$ cat src/rtl/rv_plic_ctrl_pkg.sv
// Shared types for the PLIC gateway: per-source state encoding and the ID decoder.
package rv_plic_ctrl_pkg;

   typedef enum logic [1:0] {
      GW_IDLE    = 2'd0,
      GW_PENDING = 2'd1,
      GW_ACTIVE  = 2'd2
   } gw_state_e;

   // Wide enough for any realistic source count; callers zero-extend their IDs into it.
   localparam int unsigned ID_MAX_W = 16;

   typedef struct packed {
      logic                valid;
      logic [ID_MAX_W-1:0] idx;
   } id_dec_t;

   // ID k+1 maps to source index k; ID 0 and IDs above n_source decode as invalid.
   function automatic id_dec_t id_to_idx(input logic [ID_MAX_W-1:0] id,
                                         input int unsigned         n_source);
      id_dec_t dec;
      dec.valid = (id != '0) && (id <= ID_MAX_W'(n_source));
      dec.idx   = id - ID_MAX_W'(1);
      return dec;
   endfunction

endpackage

$ cat src/rtl/rv_plic_gateway_slice.sv
// One interrupt source: trigger qualification (level or rising edge) and the
// IDLE/PENDING/ACTIVE service FSM with registered ip/ia outputs.
module rv_plic_gateway_slice
   import rv_plic_ctrl_pkg::*;
(
   input  logic clk_i,
   input  logic rst_ni,
   input  logic src_i,
   input  logic le_i,
   input  logic claim_hit_i,
   input  logic complete_hit_i,
   output logic ip_o,
   output logic ia_o
);

   gw_state_e state_q;
   logic      src_q;
   logic      set;

   // src_q resets low, so an edge source already high at reset release fires on the first clock.
   assign set = le_i ? (src_i & ~src_q) : src_i;

   // NOTE: all state here is updated with non-blocking assignments so every flop samples
   // pre-edge values; blocking assignments would make src_q/state ordering-dependent.
   always_ff @(posedge clk_i or negedge rst_ni) begin
      if (!rst_ni) begin
         state_q <= GW_IDLE;
         src_q   <= 1'b0;
         ip_o    <= 1'b0;
         ia_o    <= 1'b0;
      end else begin
         src_q <= src_i;
         unique case (state_q)
            GW_IDLE: begin
               if (set) begin
                  state_q <= GW_PENDING;
                  ip_o    <= 1'b1;
               end
            end
            GW_PENDING: begin
               // Further triggers while pending or active are coalesced, never queued.
               if (claim_hit_i) begin
                  state_q <= GW_ACTIVE;
                  ip_o    <= 1'b0;
                  ia_o    <= 1'b1;
               end
            end
            GW_ACTIVE: begin
               // Completion returns to IDLE only; a still-high level source re-pends next cycle.
               if (complete_hit_i) begin
                  state_q <= GW_IDLE;
                  ia_o    <= 1'b0;
               end
            end
            default: begin
               state_q <= GW_IDLE;
               ip_o    <= 1'b0;
               ia_o    <= 1'b0;
            end
         endcase
      end
   end

endmodule

$ cat src/rtl/rv_plic_gateway_ctrl.sv
// Per-target PLIC gateway: N_SOURCE source slices plus claim/complete ID decode,
// the registered claim response, and the count of in-service sources.
module rv_plic_gateway_ctrl
   import rv_plic_ctrl_pkg::*;
#(
   parameter  int unsigned N_SOURCE = 32,
   localparam int unsigned SRCW     = $clog2(N_SOURCE + 1)
) (
   input  logic                clk_i,
   input  logic                rst_ni,
   input  logic [N_SOURCE-1:0] intr_src_i,
   input  logic [N_SOURCE-1:0] le_i,
   input  logic [SRCW-1:0]     irq_id_i,
   input  logic                claim_i,
   input  logic                complete_i,
   input  logic [SRCW-1:0]     complete_id_i,
   output logic [N_SOURCE-1:0] ip_o,
   output logic [N_SOURCE-1:0] ia_o,
   output logic                claim_valid_o,
   output logic [SRCW-1:0]     claim_id_o,
   output logic [SRCW-1:0]     active_cnt_o
);

   id_dec_t             claim_dec;
   id_dec_t             cmp_dec;
   logic [N_SOURCE-1:0] claim_sel;
   logic [N_SOURCE-1:0] cmp_sel;
   logic [N_SOURCE-1:0] claim_hit;
   logic [N_SOURCE-1:0] cmp_hit;
   logic [N_SOURCE-1:0] ip;
   logic [N_SOURCE-1:0] ia;
   logic                claim_ok;
   logic                cmp_ok;

   // NOTE: every signal assigned here gets a value on entry, so no path can leave one
   // unassigned and infer a latch.
   always_comb begin
      claim_dec = id_to_idx(ID_MAX_W'(irq_id_i), N_SOURCE);
      cmp_dec   = id_to_idx(ID_MAX_W'(complete_id_i), N_SOURCE);
      claim_sel = '0;
      cmp_sel   = '0;
      for (int k = 0; k < N_SOURCE; k++) begin
         claim_sel[k] = claim_dec.valid && (claim_dec.idx == ID_MAX_W'(k));
         cmp_sel[k]   = cmp_dec.valid   && (cmp_dec.idx   == ID_MAX_W'(k));
      end
      // Only a PENDING source can be claimed and only an ACTIVE one completed; stale,
      // zero or out-of-range IDs simply select nothing.
      claim_hit = claim_i    ? (claim_sel & ip) : '0;
      cmp_hit   = complete_i ? (cmp_sel   & ia) : '0;
      claim_ok  = |claim_hit;
      cmp_ok    = |cmp_hit;
   end

   for (genvar k = 0; k < N_SOURCE; k++) begin : g_slice
      rv_plic_gateway_slice u_slice (
         .clk_i          (clk_i),
         .rst_ni         (rst_ni),
         .src_i          (intr_src_i[k]),
         .le_i           (le_i[k]),
         .claim_hit_i    (claim_hit[k]),
         .complete_hit_i (cmp_hit[k]),
         .ip_o           (ip[k]),
         .ia_o           (ia[k])
      );
   end

   assign ip_o = ip;
   assign ia_o = ia;

   always_ff @(posedge clk_i or negedge rst_ni) begin
      if (!rst_ni) begin
         claim_valid_o <= 1'b0;
         claim_id_o    <= '0;
         active_cnt_o  <= '0;
      end else begin
         claim_valid_o <= claim_i;
         if (claim_i) begin
            claim_id_o <= claim_ok ? irq_id_i : '0;
         end
         // Claim and complete always hit different sources, so both may apply in one cycle.
         active_cnt_o <= active_cnt_o + SRCW'(claim_ok) - SRCW'(cmp_ok);
      end
   end

endmodule

$ cat config.mk
export PLATFORM = sky130hd
export DESIGN_NAME = rv_plic_gateway_ctrl
export DESIGN_NICKNAME = d
export VERILOG_FILES = /design/src/rtl/rv_plic_ctrl_pkg.sv /design/src/rtl/rv_plic_gateway_slice.sv /design/src/rtl/rv_plic_gateway_ctrl.sv
export SDC_FILE = /design/constraint.sdc
export NUM_CORES = 1
export LEC_CHECK = 0
export CAP_MARGIN = 30
export CORE_MARGIN = 4
export CORE_UTILIZATION = 59
export CTS_BUF_LIST = sky130_fd_sc_hd__clkbuf_4 sky130_fd_sc_hd__clkbuf_8
export DETAILED_ROUTE_END_ITERATION = 8
export PLACE_DENSITY = 0.92
export SLEW_MARGIN = 20
export SYNTH_ARGS = -nofsm -noshare
export SYNTH_HDL_FRONTEND = slang
export SYNTH_SLANG_ARGS = --single-unit
$ cat constraint.sdc
create_clock -name clk_i -period 5.71 [get_ports clk_i]
set_clock_uncertainty 0.05 [all_clocks]
set_input_delay 1.142 -clock clk_i [delete_from_list [all_inputs] [get_ports clk_i]]
set_output_delay 1.142 -clock clk_i [all_outputs]
set_load 0.02 [all_outputs]
==> flow_results.org, run 1 <==
** Outcome
- Run status :: completed

** Global routing
- Number of antenna violations at the first check in global routing :: 0
- Across every metal layer, demand over resource in global routing totals 28.86%.
- The first global-routing pass estimated 38140 um of wire.
- Met1 Track Usage GR :: 38.66%
- Met3 usage in global routing :: 8.821%
- Maximum number of pins on one net before global-route repair :: 94
- The via count of the first global-routing pass is 7411.
- GR Layer Usage met2 :: 44.97%
- For this run the aggregate overflow at the end of global routing stands at 0.
- Most Crowded Layer GR :: met2

** Timing
- Period Utilization, post-route :: 83.27%
- Measured against its own limit, the worst slew margin works out to 50.94%.
- Setup repair after global routing left no endpoint under its margin.
- Period minus WS final :: 4.755 ns
- Worst Hold Slack :: 0.4173 ns
- Based on the critical path, the design can be clocked at up to 0.2103 GHz.
- Setup slack on the critical path of the routed design comes to 0.9553 ns.
- Setup violations remaining at the end of the flow were counted as 0.
- Number of slew-limit violations in the final report :: 0
- For the pin with the worst max-slew slack, the measured transition is 0.7359 ns.
- The number of failing hold endpoints at the final stage is 0.
- For the final routed database, the setup TNS stands at 0 ns.

** Die
- Starting density of the core :: 60.88%
- Placeable core region :: 14640 um^2
- Die X :: 130.9 um
- Die Y :: 130.9 um
- Pin placement for this block handled 157 I/O pins.
- The floorplan has 44 rows.
- The die covers 17140 um^2.

** Run
- Max Cap Violations :: 0

** Yosys
- Post-synth EDFFs :: 0
- In this run, distinct cell masters in the synthesized netlist total 71.
- Ys async rst share :: 100.0%
- Syn_area_per_cell :: 9.296 um^2
- By instance count, the leading cell after synthesis is sky130_fd_sc_hd__dfrtp_1.
- Proportion of synthesized chip area in sequential cells :: 48.56%
- Leading post-synthesis cells by cell area :: sky130_fd_sc_hd__dfrtp_1 49%, sky130_fd_sc_hd__buf_4 5.6%, sky130_fd_sc_hd__nand2_1 5.3%
- Top post-synthesis cells by count :: 173 x sky130_fd_sc_hd__dfrtp_1, 127 x sky130_fd_sc_hd__nand2_1, 86 x sky130_fd_sc_hd__o21ai_0
- The synthesized design spends more area on one cell type than any other, namely sky130_fd_sc_hd__dfrtp_1.
- Post-Syn Nets :: 1046
- Syn Inst Count :: 959
- Synthesized flop and latch total :: 173
- Netlist area before placement :: 8915 um^2
- Among all flip-flop cells after synthesis, the most frequent one is sky130_fd_sc_hd__dfrtp_1.
- Number of synthesis warnings :: 0
- The synthesized design devotes to its leading area cell type 48.56% of total area.

** Place
- Final weighted congestion of routability-driven global placement :: 0.9848
- The count of buffers added on input and output ports is 156.
- Timing analysis after detailed placement gives a worst setup slack of 0.5446 ns.
- Once detailed placement completed, the half-perimeter wirelength came to 18050 um.

** Clock network
- TritonCTS clock tree :: done
- Clock-pin slew was measured on the worst setup and hold paths at 0.09 ns.
- The clock passes through at most 2 buffers.
- Counting the buffers created by CTS gives 17.
- Number of instances resized during post-cts repair :: 0
- Post-CTS Setup Inserts :: 0
- The clock reaches the later pin of the worst-skew pair after 0.48 ns.
- Clock tree synthesis found a total of 173 sinks.
- For this design, the CTS-stage hold fixing added 0 buffers.
- CTS H-tree depth :: 4
- CTS placed an instance of sky130_fd_sc_hd__clkbuf_8 at the clock tree root.

** Min path
- Worst hold-check path type :: flop to flop

** Routing
- Wires add up to 24160 um.
- Detailed routing inserted a total of 7747 vias.
- In the final routed layout, each cell accounts on average for 19.35 um.
- After detailed routing, the number of vias per cell comes to 6.203.
- First DRT Iteration DRCs :: 895
- For this run, design rule violations remaining after detail routing come to 0.
- Number of antenna-violating nets in the routed design :: 0
- TritonRoute pass-1 iters :: 5

** Final layout
- In the final layout, flip-flops and latches occupy 4329 um^2.
- The number of antenna diodes in the final layout is 0.
- Compared with the post-synthesis result, the final layout area differs by 19.06%.
- For this run, the share of the core covered by cells in the final layout is 72.48%.
- Multi-input gate area in the final layout :: 3799 um^2
- In the final layout, the share of cells above drive strength 1 is 7.136%.
- The filler cells instantiated in the layout total 1057.
- Number of nets in the final layout :: 1142

** Critical path
- The worst setup path is launched from an input port.
- Of all nets on the critical path, the largest fanout is 18.
- On the worst path, the slowest cell contributes a delay of 0.94 ns.
- In this run the critical register-to-register path is launched from g_slice[6].u_slice.ip_o$_DFFE_PN0P_.
- Arrival time of the worst setup path :: 5.11 ns
- The most critical setup path has its startpoint at irq_id_i[2].
- The critical path goes through clkdlybuf4s50_1 -> nor2b_1 -> buf_4 -> a22o_1 -> a211oi_1 -> nand4_1 -> a211oi_1 -> ha_1 -> inv_1 -> ha_1 -> a21o_1 -> a21oi_1 -> o21bai_1 -> a21oi_1 -> xnor2_1.
- The worst register-to-register path has a depth of 13.
- The endpoint identified for the worst register-to-register timing path is active_cnt_o[5]$_DFF_PN0_.
- The slowest stage of the critical path is the sky130_fd_sc_hd__clkdlybuf4s50_1 cell.
- STA classifies the critical path endpoint as a flop.
- For flop-to-flop paths, the worst setup slack is 2.18 ns.
- Required time of the worst setup path :: 6.06 ns
- The worst setup path is of the input port to flop kind.
- Worst setup endpoint :: active_cnt_o[5]$_DFF_PN0_

** Pwr
- IR Drop Worst-Case VDD :: 0.3684 mV
- Of the total power, registers draw 44.5%.
- Per report_power, the combinational group accounts for 32.8% of the total.
- Net switching share of the total power :: 36.49%
- Internal power contribution :: 2704 uW
- In this run the power density over the cells is 401.1 nW/um^2.
- The clock network accounts for 22.7% of the total power.
- Leakage power summed over all cells :: 0.004739 uW
- For this design the total switching power over the nets is 1553 uW.
- Final total power :: 4257 uW
layout make-up:
type,instances,share of cell area (%)
Clock buffer,18,2.275
Inverter,51,1.804
Sequential cell,173,40.79
Tap cell,184,2.169
Multi-Input combinational cell,649,35.79
Timing Repair Buffer,163,15.34
Clock inverter,11,1.839
worst max-delay path: cells and delay by family:
| kind | cells | cell delay (ns) |
|---|---|---|
| AO/OA/AOI/OAI | 7 | 1.60 |
| XOR/XNOR | 1 | 0.14 |
| adder cells (fa/ha/maj) | 2 | 0.53 |
| buffers and inverters | 3 | 1.25 |
| AND/OR/NAND/NOR | 2 | 0.44 |
worst min-delay path by stage:
stage / slack, ns / from / cells past startpoint / end
after detailed placement: 0.40 / g_slice[20].u_slice.state_q[1]$_DFFE_PN0P_ / 1 / g_slice[20].u_slice.state_q[0]$_DFFE_PN0P_
after global routing: 0.44 / g_slice[20].u_slice.state_q[1]$_DFFE_PN0P_ / 1 / g_slice[20].u_slice.state_q[0]$_DFFE_PN0P_
after floorplan: 0.37 / g_slice[20].u_slice.state_q[1]$_DFFE_PN0P_ / 1 / g_slice[20].u_slice.state_q[0]$_DFFE_PN0P_
final: 0.42 / g_slice[20].u_slice.state_q[1]$_DFFE_PN0P_ / 1 / g_slice[20].u_slice.state_q[0]$_DFFE_PN0P_
after CTS: 0.42 / g_slice[20].u_slice.state_q[1]$_DFFE_PN0P_ / 1 / g_slice[20].u_slice.state_q[0]$_DFFE_PN0P_
after global placement: 0.39 / g_slice[20].u_slice.state_q[1]$_DFFE_PN0P_ / 1 / g_slice[20].u_slice.state_q[0]$_DFFE_PN0P_
flip-flops by register name, indices dropped and copies added (netlist names):
name,cells
claim_id_o,6
g_slice.u_slice.src_q,32
g_slice.u_slice.state_q,64
claim_valid_o,1
g_slice.u_slice.ip_o,32
g_slice.u_slice.ia_o,32
active_cnt_o,6
cell families after synthesis:
| family | after synthesis | share of synthesized area [%] |
|---|---|---|
| mux | 15 | 1.839 |
| xor+xnor | 6 | 0.5895 |
| flops | 173 | 48.56 |
| buf+inv | 137 | 8.828 |
| compound gates | 251 | 17.64 |
| fa+ha+maj | 7 | 1.067 |
| simple gates | 370 | 21.47 |
metrics by stage:
stage	instance area, um^2	std cells
2_1_floorplan	8915	959
3_3_place_gp	10180	1220
3_5_place_dp	10180	1220
4_1_cts	10610	1249
5_1_grt	10610	1249
6_report	10610	1249
per-layer routing:
metal	vias up	wire [um]
met5	-	0
met4	0	760
met3	71	2365
met2	379	11180
met1	3763	9856
li1	3534	-
power groups by stage:
stage          clock (uW)  sequential [uW]  combinational [uW]
2_1_floorplan           0             1770                1000
3_3_place_gp            0             1900                1350
3_5_place_dp            0             1900                1390
4_1_cts               972             1880                1400
5_1_grt              1020             1930                1520
6_report              965             1900                1400
cells in the final DEF (no fill, tap or decap), types with 4 or more instances in the layout:
master	synthesis	layout
sky130_fd_sc_hd__dfrtp_1	173	173
sky130_fd_sc_hd__clkdlybuf4s50_1	0	155
sky130_fd_sc_hd__nand2_1	127	127
sky130_fd_sc_hd__o21ai_0	86	86
sky130_fd_sc_hd__nor2_1	61	61
sky130_fd_sc_hd__a21oi_1	53	53
sky130_fd_sc_hd__inv_1	51	51
sky130_fd_sc_hd__nand3_1	36	36
sky130_fd_sc_hd__nand3b_1	24	24
sky130_fd_sc_hd__a21o_1	20	20
sky130_fd_sc_hd__and3_1	18	18
sky130_fd_sc_hd__nor3_1	18	18
sky130_fd_sc_hd__clkbuf_8	0	17
sky130_fd_sc_hd__a31oi_1	15	15
sky130_fd_sc_hd__nand2b_1	15	15
sky130_fd_sc_hd__nor2b_1	13	13
sky130_fd_sc_hd__o31ai_1	13	13
sky130_fd_sc_hd__a31o_2	13	13
sky130_fd_sc_hd__and2_1	12	12
sky130_fd_sc_hd__nand4_1	9	9
sky130_fd_sc_hd__o22ai_1	9	9
sky130_fd_sc_hd__mux2i_1	7	7
sky130_fd_sc_hd__mux2_2	7	7
sky130_fd_sc_hd__xnor2_1	6	6
sky130_fd_sc_hd__nor3b_1	6	6
sky130_fd_sc_hd__ha_1	6	6
sky130_fd_sc_hd__buf_4	66	6
sky130_fd_sc_hd__and4_1	5	5
sky130_fd_sc_hd__o32ai_1	5	5
sky130_fd_sc_hd__bufinv_16	0	5
sky130_fd_sc_hd__a22oi_1	4	4
sky130_fd_sc_hd__a22o_1	4	4
sky130_fd_sc_hd__a211oi_1	4	4
sky130_fd_sc_hd__o21bai_1	4	4
No activity file was read; power rests on OpenSTA's default activity.
==> inputs of run 2 (changes only) <==
CORE_UTILIZATION = 50   (was 59)
PLACE_DENSITY = 0.83   (was 0.92)
clock period = 4.37 ns   (was 5.71 ns; I/O delays follow)
==> run 2 against run 1 <==
Flip-flop and latch count is the same. Power is 31% higher. Clock-buffer cell count up 1. First-iteration DRC count is 21% lower. Via count is 0.32% lower. Die area rose by 17%. Worst hold slack got worse by 0.0071 ns. Core utilization down 9.0 points. Routed wire length is 2.4% higher. Sequential share of layout area down 1.5 points. Largest power group unchanged.
==> flow_results.org, run 2 (synthesis gave the netlist of run 1 again) <==
** Pwr
- The overall power of the completed layout is 5569 uW (was 4257 uW).
- The part of the power in registers is 44.2% (was 44.5%).
- The switching part of the total power is 37.23% (was 36.49%).
- Internal power contribution :: 3496 uW (was 2704 uW)
- The combinational cell fraction of total power was 33.7% (was 32.8%).
- Relative contribution of the clock network to total power :: 22.0% (was 22.7%)
- IR Drop Worst-Case VDD :: 0.4063 mV (was 0.3684 mV)
- The power density over cell area was 505.9 nW/um^2 (was 401.1 nW/um^2).
- Leakage power summed over all cells :: 0.004974 uW (was 0.004739 uW)
- The reported net switching power came to 2074 uW (was 1553 uW).

** Critical path
- The master of the slowest instance on the critical path was sky130_fd_sc_hd__clkdlybuf4s50_1 (unchanged).
- The largest delay contributor family on the critical path is compound AO/OA/AOI/OAI gates (unchanged).
- Type of element launching the critical path :: input port (unchanged)
- The required time of the critical path came to 4.72 ns (was 6.06 ns).
- The critical path data arrival time was 4.34 ns (was 5.11 ns).
- The buffering stage count on the worst path with inverters included is 3 (unchanged).
- The critical path capture point type is a flop (unchanged).
- Among the stages of the critical path, the cell type that occurs most often is sky130_fd_sc_hd__a21oi_1.
- Total stage count of the critical path :: 15 (unchanged)
- Largest stage delay on the critical path :: 0.65 ns (was 0.94 ns)
- The path depth of the worst reg2reg path came to 13 (unchanged).
- The top fanout value on the critical path came to 12 (was 18).
- Critical-path cell list: clkdlybuf4s50_1 -> buf_4 -> mux2i_1 -> a21oi_1 -> o211a_1 -> or4_4 -> a211oi_1 -> ha_1 -> inv_1 -> ha_1 -> a21o_1 -> a21oi_1 -> o21bai_1 -> a21oi_1 -> xnor2_1 (was clkdlybuf4s50_1 -> nor2b_1 -> buf_4 -> a22o_1 -> a211oi_1 -> nand4_1 -> a211oi_1 -> ha_1 -> inv_1 -> ha_1 -> a21o_1 -> a21oi_1 -> o21bai_1 -> a21oi_1 -> xnor2_1).
- The category of the critical setup timing path is input port to flop (unchanged).

** Global routing
- GRT Residual Overflow :: 0 (unchanged)
- Global-route usage over all layers :: 24.92% (was 28.86%)
- Vias in the first global route :: 7592 (was 7411)
- The first-pass GRT wire length was 39560 um (was 38140 um).
- The maximum number of pins on one net before global-route repair came to 87 (was 94).
- The number of antenna violations at the first check in global routing came to 0 (unchanged).

** Clock network
- Number of instances resized during post-cts repair :: 0 (unchanged)
- The hold buffer count at CTS was 0 (unchanged).
- The latest clock arrival within the worst-skew pair was 0.46 ns (was 0.48 ns).
- The maximum root-to-sink buffer count is 2 (unchanged).
- The number of setup buffers added after CTS was 0 (unchanged).
- CTS root buf :: sky130_fd_sc_hd__clkbuf_8 (unchanged)
- The maximum level of the CTS H-tree was 4 (unchanged).
- Clock buffer count from CTS :: 17 (unchanged)
- The number of sinks driven by the clock tree was 173 (unchanged).
- The clock-pin slew on the worst setup and hold paths is 0.10 ns (was 0.09 ns).
- TritonCTS clock tree :: done (unchanged)

** Final layout
- The final standard cell area without fillers is 11010 um^2 (was 10610 um^2).
- Most used cells in the layout excluding fill and tap cells: 173 x sky130_fd_sc_hd__dfrtp_1, 155 x sky130_fd_sc_hd__clkdlybuf4s50_1, 127 x sky130_fd_sc_hd__nand2_1, 86 x sky130_fd_sc_hd__o21ai_0, 61 x sky130_fd_sc_hd__nor2_1 (unchanged).
- Area Growth Syn to Fin :: 23.49% (was 19.06%)
- Commonest non-fill, non-tap cell in the layout :: sky130_fd_sc_hd__dfrtp_1 (unchanged)
- The area taken by multi-input logic gates came to 3799 um^2 (unchanged).
- Diodes inserted :: 0 (unchanged)
- Final non-filler cell total :: 1341 (was 1249)
- Fraction of final layout cells sized beyond drive strength 1 :: 11.38% (was 7.136%)
- The flip-flop and latch area was 4329 um^2 (unchanged).
- Max FFs per register :: 64 (unchanged)
- Number of nets in the final layout :: 1190 (was 1142)
- The total of fill cells in the finished design came to 1447 (was 1057).
- The register with the most flip-flops is g_slice.u_slice.state_q (unchanged).

** Timing
- The number of failing hold endpoints at the final stage is 0 (unchanged).
- The total count of max-transition violations in the final report came to 0 (unchanged).
- Based on the critical path, the design can be clocked at up to 0.2505 GHz.
- Setup repair after global routing missed its margin: no (unchanged).
- Period minus WS final :: 3.992 ns
- Headroom to the max-slew limit :: 43.17% (was 50.94%)
- Period Utilization, post-route :: 91.34%
- The transition at the pin with the smallest max-transition slack was 0.8414 ns (was 0.7359 ns).
- Final setup violation count :: 0 (unchanged)

** Die
- The die outline height was 141.5 um (was 130.9 um).
- The die outline area was 20030 um^2 (was 17140 um^2).
- Starting density of the core :: 51.36% (was 60.88%)
- Row Count :: 48 (was 44)
- Die X :: 141.5 um (was 130.9 um)
- The I/O pin total was 157 (unchanged).
- Placeable core region :: 17360 um^2 (was 14640 um^2)

** Routing
- The via density per instance came to 5.758 (was 6.203).
- TritonRoute pass-1 iters :: 5 (unchanged)
- DRC Markers :: 0 (unchanged)
- First DRT Iteration DRCs :: 703 (was 895)
- The wire length per cell after detailed routing came to 18.45 um (was 19.35 um).
- The total wire length is 24740 um (was 24160 um).
- Via count :: 7722 (was 7747)
- Number of antenna-violating nets in the routed design :: 0 (unchanged)

** Place
- The placed cell count is 1309 (was 1220).
- The number of buffers added on ports was 156 (unchanged).
- The placement-stage cell area was 10580 um^2 (was 10180 um^2).
- Half-perimeter wire length after detailed placement :: 19220 um (was 18050 um)
- The routability-driven placement congestion ratio is 0.9479 (was 0.9848).

** Outcome
- Run status :: completed (unchanged)

** Min path
- Worst hold-check path type :: input port to asynchronous set/reset pin (was flop to flop)

** Run
- The number of max-cap violations was 0 (unchanged).
[run 2: cell types whose count changed in the layout (fill, tap and decap cells not counted), sizes merged]
cell      before  now
clkinv         3    2
buf            8   56
inv           51   57
clkinvlp       3    2
clkbuf        18   19
bufinv         5    3
[run 2: worst paths after layout]
check / from / endpoint / slack (ns)
setup / recovery: irq_id_i[2] / active_cnt_o[5]$_DFF_PN0_ / 0.38
hold / removal: rst_ni / g_slice[25].u_slice.ia_o$_DFFE_PN0P_ / 0.41
setup reg to reg: g_slice[6].u_slice.ip_o$_DFFE_PN0P_ / active_cnt_o[5]$_DFF_PN0_ / 1.00
hold reg to reg: g_slice[20].u_slice.state_q[1]$_DFFE_PN0P_ / g_slice[20].u_slice.state_q[0]$_DFFE_PN0P_ / 0.41
max in group asynchronous: rst_ni / g_slice[26].u_slice.src_q$_DFF_PN0_ / 2.92
min in group clk_i: g_slice[20].u_slice.state_q[1]$_DFFE_PN0P_ / g_slice[20].u_slice.state_q[0]$_DFFE_PN0P_ / 0.41
[run 2: power groups by stage]
stage	clock, uW	combinational, uW	sequential [uW]
detailed placement	0	1890	2470
finish	1230	1880	2460
floorplan	0	1310	2320
global route	1320	2030	2510
global placement	0	1820	2470
CTS	1240	1890	2450
[run 2: per-stage QoR]
step	worst slack (ns)	util, %	hold slack (ns)	TNS (ns)
after global routing	0.1991	63.43	0.4495	0
final	0.3784	63.43	0.4101	0
after global placement	0.009634	60.94	0.3858	0
after detailed placement	-0.08197	60.94	0.3992	-0.1248
after floorplan	0.6597	-	0.3711	0
after CTS	0.4106	63.43	0.4116	0
[run 2: metal layers]
layer / global-route usage, % / wire length, um / vias up
met5: 0 / 0 / -
met1: 33.18 / 10440 / 3742
met3: 5.898 / 1973 / 51
met2: 41.19 / 11790 / 309
met4: 6.616 / 533 / 0
li1: - / - / 3620
[run 2: layout make-up]
type	count	area share, %
sequential	173	39.32
inverter	51	1.739
timing repair buffer	211	17.95
multi-input combinational	649	34.50
clock inverter	13	1.614
tap	225	2.557
clock buffer	19	2.318
[run 2: worst register-to-register path, delay by kind of cell, from the launching register on]
| kind | cells | cell delay, ns |
|---|---|---|
| AO/OA/AOI/OAI | 7 | 1.23 |
| buffers and inverters | 1 | 0.05 |
| flip-flops | 1 | 0.49 |
| multiplexers | 1 | 0.31 |
| XOR/XNOR | 1 | 0.13 |
| adder cells (fa/ha/maj) | 2 | 0.50 |
| AND/OR/NAND/NOR | 1 | 0.55 |
==> inputs of run 3 (changes only) <==
CAP_MARGIN = 20   (was 30)
==> results of run 3 <==
No change in the layout: final DEF, timing and power equal those of run 2.
